File: config.mk
export PLATFORM = sky130hd
export DESIGN_NAME = rvv_backend_pmtrdt_rs
export DESIGN_NICKNAME = d
export VERILOG_FILES = /design/src/rtl/rvv_backend_pmtrdt_rs.sv
export SDC_FILE = /design/constraint.sdc
export NUM_CORES = 1
export LEC_CHECK = 0
export ABC_AREA = 1
export CAP_MARGIN = 0
export CORE_MARGIN = 4
export CORE_UTILIZATION = 40
export CTS_CLUSTER_SIZE = 10
export DETAILED_ROUTE_END_ITERATION = 8
export SYNTH_ARGS = -nofsm -noshare
export SYNTH_HDL_FRONTEND = slang
export SYNTH_SLANG_ARGS = --single-unit
File: constraint.sdc
create_clock -name clk -period 3.7 [get_ports clk]
set_input_delay 0.74 -clock clk [delete_from_list [all_inputs] [get_ports clk]]
set_output_delay 0.74 -clock clk [all_outputs]
set_load 0.02 [all_outputs]
File: src/rtl/rvv_backend_pmtrdt_rs.sv
// rvv_backend_pmtrdt_rs: in-order multi-push/multi-pop reservation FIFO feeding the PMTRDT stage
module rvv_backend_pmtrdt_rs #(
  parameter int DEPTH = 8,
  parameter int NPUSH = 2,
  parameter int NPOP = 1,
  parameter int W = 32,
  localparam int CW = $clog2(DEPTH) + 1,
  localparam int PW = $clog2(DEPTH)
) (
  input  logic                        clk,
  input  logic                        rst,
  input  logic [NPUSH-1:0]            push_valid,
  input  logic [NPUSH-1:0][W-1:0]     push_data,
  output logic [NPUSH-1:0]            push_ready,
  input  logic [NPOP-1:0]             pop_ex2rs,
  output logic [NPOP-1:0][W-1:0]      pmtrdt_uop_rs2ex,
  output logic                        fifo_empty_rs2ex,
  output logic [NPOP-1:0]             fifo_almost_empty_rs2ex,
  output logic [DEPTH-1:0][W-1:0]     all_uop_data,
  output logic [CW-1:0]               all_uop_cnt,
  input  logic                        trap_flush_rvv
);
  logic [W-1:0] mem [DEPTH];
  logic [PW-1:0] head, tail;
  logic [CW-1:0] count;
  int np, nq;
  // Sums never reach 2*DEPTH, so one conditional subtract wraps any DEPTH.
  function automatic logic [PW-1:0] wrap(input int x);
    return PW'(x >= DEPTH ? x - DEPTH : x);
  endfunction
  always_comb begin
    np = 0;
    nq = 0;
    for (int j = 0; j < NPUSH; j++) np = (np == j && push_valid[j] && push_ready[j]) ? j + 1 : np;
    for (int j = 0; j < NPOP; j++) nq = (nq == j && pop_ex2rs[j] && int'(count) > j) ? j + 1 : nq;
  end
  always_ff @(posedge clk) begin
    if (rst || trap_flush_rvv) begin
      head <= '0;
      tail <= '0;
      count <= '0;
    end else begin
      head <= wrap(int'(head) + nq);
      tail <= wrap(int'(tail) + np);
      count <= CW'(int'(count) + np - nq);
    end
  end
  always_ff @(posedge clk) begin
    for (int j = 0; j < NPUSH; j++)
      if (!rst && !trap_flush_rvv && j < np) mem[wrap(int'(tail) + j)] <= push_data[j];
  end
  always_ff @(posedge clk) begin
    if (!rst) begin
      assert (int'(count) <= DEPTH) else $error("rs count overflow");
      assert (np <= DEPTH - int'(count)) else $error("rs write to occupied slot");
    end
  end
  genvar i;
  for (i = 0; i < NPUSH; i++) begin : g_rdy
    assign push_ready[i] = int'(count) + i < DEPTH;
  end
  for (i = 0; i < NPOP; i++) begin : g_pop
    assign pmtrdt_uop_rs2ex[i] = int'(count) > i ? mem[wrap(int'(head) + i)] : '0;
    assign fifo_almost_empty_rs2ex[i] = int'(count) <= i;
  end
  for (i = 0; i < DEPTH; i++) begin : g_all
    assign all_uop_data[i] = int'(count) > i ? mem[wrap(int'(head) + i)] : '0;
  end
  assign fifo_empty_rs2ex = count == '0;
  assign all_uop_cnt = count;
endmodule

==> results of run 1 <==
worst min-delay path, cell delays in order (launching register included):
cell,delay [ps]
dfxtp_1,370
xor2_1,170
nor2_1,50
path summary, 6_finish.rpt:
path,start,end,cells past startpoint
worst max-delay path,head[0]$_SDFF_PP0_,all_uop_data[47],7
worst min-delay path,tail[2]$_SDFF_PP0_,tail[2]$_SDFF_PP0_,2
worst max register to register,all_uop_cnt[1]$_SDFF_PP0_,all_uop_cnt[2]$_SDFF_PP0_,11
worst min register to register,tail[2]$_SDFF_PP0_,tail[2]$_SDFF_PP0_,2
kinds of logic after synthesis:
family	after synthesis	share of synthesized area, %
AND/OR/NAND/NOR	2311	41.1
buffers and inverters	558	11.7
AO/OA/AOI/OAI	554	12.0
flip-flops	266	34.0
adder cells (fa/ha/maj)	17	0.981
XOR/XNOR	6	0.226
cell type report:
type	count	area (µm²)
Multi-Input combinational cell	2888	13000
Fill cell	5725	29100
Timing Repair Buffer	468	5220
Antenna cell	2	5.00
Clock buffer	43	821
Clock inverter	4	28.8
Tap cell	765	957
Inverter	164	626
Sequential cell	266	7900
metal layers:
layer / routed length (µm) / global-route usage (%)
met4: 1490 / 4.58
met1: 46800 / 48.6
met5: 0 / 0
met2: 38100 / 39.6
met3: 15300 / 12.4
flip-flops by register name (all words and copies together) (netlist names):
signal	cells
tail	3
all_uop_cnt	4
mem	256
head	3
placed cells by master (no fill, tap or decap), types with 7 or more instances in the layout:
master	netlist	routed
nand2_1	1551	1551
nor2_1	467	462
o21ai_1	384	377
nand4_1	258	258
edfxtp_1	256	256
clkdlybuf4s50_1	0	223
inv_1	152	150
dlymetal6s2s_1	0	129
o21ai_0	132	87
buf_4	55	61
o21ai_2	0	44
clkbuf_16	0	34
a21oi_1	34	30
buf_12	0	24
nand3_1	14	14
ha_1	15	13
dlygate4sd2_1	0	13
clkbuf_1	83	12
nor2_2	6	11
inv_2	11	9
nand4_4	8	8
o21ai_4	0	8
buf_6	25	8
dfxtp_1	10	7
power breakdown:
group          internal (mW)  switching (mW)
Clock                   1.52            1.20
Sequential              3.41          0.0850
Combinational           4.60            8.28
Total                   9.52            9.56
metrics by stage:
| step | util (%) | std cells |
|---|---|---|
| 2_1_floorplan | - | 3712 |
| 3_3_place_gp | 46.9 | 4548 |
| 3_5_place_dp | 46.9 | 4548 |
| 4_1_cts | 48.5 | 4595 |
| 5_1_grt | 49.5 | 4600 |
| 6_report | 49.5 | 4600 |
what timing repair did:
item                                    in CTS  in global routing
cloned                                       0                  3
endpoints found under the setup margin     168                203
hold buffers                                 0                  0
buffers inserted                             0                  0
gates resized for setup                     56                211
pin swaps                                    1                  1
==> flow_summary_export.csv, run 1 <==
group,metric,value,unit
placement,postPlaceCellArea,27000,µm²
synthesis,postSynthAreaPerCell,6.25,µm²
drt,wl,102000,µm
layout,drive_above_1_share,6.31,%
setup_path,path_delay_family,"buffers and inverters",
grt,antenna_found_initial,3,
layout,syn2layout_area_growth,22.9,%
synthesis,synth.area.top_cells,"edfxtp_1, nand2_1, o21ai_1",
synthesis,ys_warn_count,0,
die,io_pins,366,
clocking,htreeDepth,1,
clocking,clock_path_buffers,3,
synthesis,async_flop_share,0,%
synthesis,synth_edf_count,256,
synthesis,synthFlopType,"edfxtp_1",
placement,dp_slack,407,ps
layout,fin_nets,3906,
placement,portBuffers,365,
synthesis,ys_seq_area_share,34.0,%
setup_path,path_cells,"buf_16 -> buf_16 -> o21ai_0 -> o21ai_1 -> o21ai_1 -> nor2_1 -> clkdlybuf4s50_1",
grt,grt_overflow,0,
synthesis,synth_area,23200,µm²
min_path,hp-class,"reg2reg",
drt,wl_per_cell,22.1,µm
synthesis,syn-num-nets,3799,
setup_path,cp.arrival,2940,ps
timing,setup_tns,0,ps
setup_path,worst_setup_path_end_kind,"output pin",
synthesis,synth_top_area_share,33.1,%
setup_path,cpPeakStageDelay,580,ps
power,finalPower,19.1,mW
power,pwr_density_cell,669,nW/µm²
power,leakage,14.0,nW
timing,period_needed,3680,ps
clocking,clkSinkCount,266,
setup_path,worstSetupPathType,"reg2out",
clocking,cts_buffers,31,
grt,grtUsageTotal,30.9,%
setup_path,cp-start-kind,"flip-flop",
drt,postRouteAntennaNets,0,
timing,worst-slew-pin-transition,921,ps
timing,hold_slack,637,ps
clocking,clkTransAtPathRegs,60,ps
timing,slew_viol_final,0,
timing,fmax,272,MHz
setup_path,rrSetupSlack,930,ps
die,dieArea,61900,µm²
grt,grt_max_degree,172,
grt,grt_first_pass_wirelength,146000,µm
drt,drc,0,
die,start_util,40.3,%
drt,routed_via_density,5.48,
power,max-vdd-ir-drop,633,µV
setup_path,cp_slowest_cell,"clkdlybuf4s50_1",
die,fp.coreArea,57600,µm²
drt,drt-initial-drc-count,4187,
timing,max_slew_margin,38.6,%
clocking,cts_tree,"done",
drt,routed-via-count,25221,
die,rows,88,
synthesis,synthCells,3712,
placement,place.gp.congestion,0.988,
layout,stdcell_area,28500,µm²
flow_run,drv_cap,0,
synthesis,yosys.cell_count.top_type,"nand2_1",
synthesis,synth_top_cell_by_area,"edfxtp_1",
timing,setup_viol,0,
clocking,clk_latency,580,ps
synthesis,yosys-top-cells-count,"nand2_1, nor2_1, o21ai_1, nand4_1, edfxtp_1",
setup_path,crit_fanout,44,
timing,finClkSkew,26.6,ps
die,die_w,249,µm
synthesis,synthDistinctLibCells,31,
grt,grt_pass1_vias,21051,
synthesis,ys_ff_latch,266,
timing,timing.final.crit_share,99.5,%
timing,rsz0062_at_grt,"true",
timing,final-hold-violation-count,0,
placement,dpl.hpwl,75400,µm
clocking,cts_root_buffer,"clkbuf_16",
timing,worst_slack,17.9,ps
run_status,status,"finished clean",
drt,dr.pass1.iters,6,
setup_path,path_buf_inv,3,
setup_path,required,2960,ps
die,die_y,249,µm
Note: power is estimated with default switching activity, not from simulation.
==> run 2: changes to the inputs <==
- ABC_CLOCK_PERIOD_IN_PS: unset -> 3700
==> results of run 2 <==
Same layout as run 1: the final DEF is identical, and so are final timing and power.
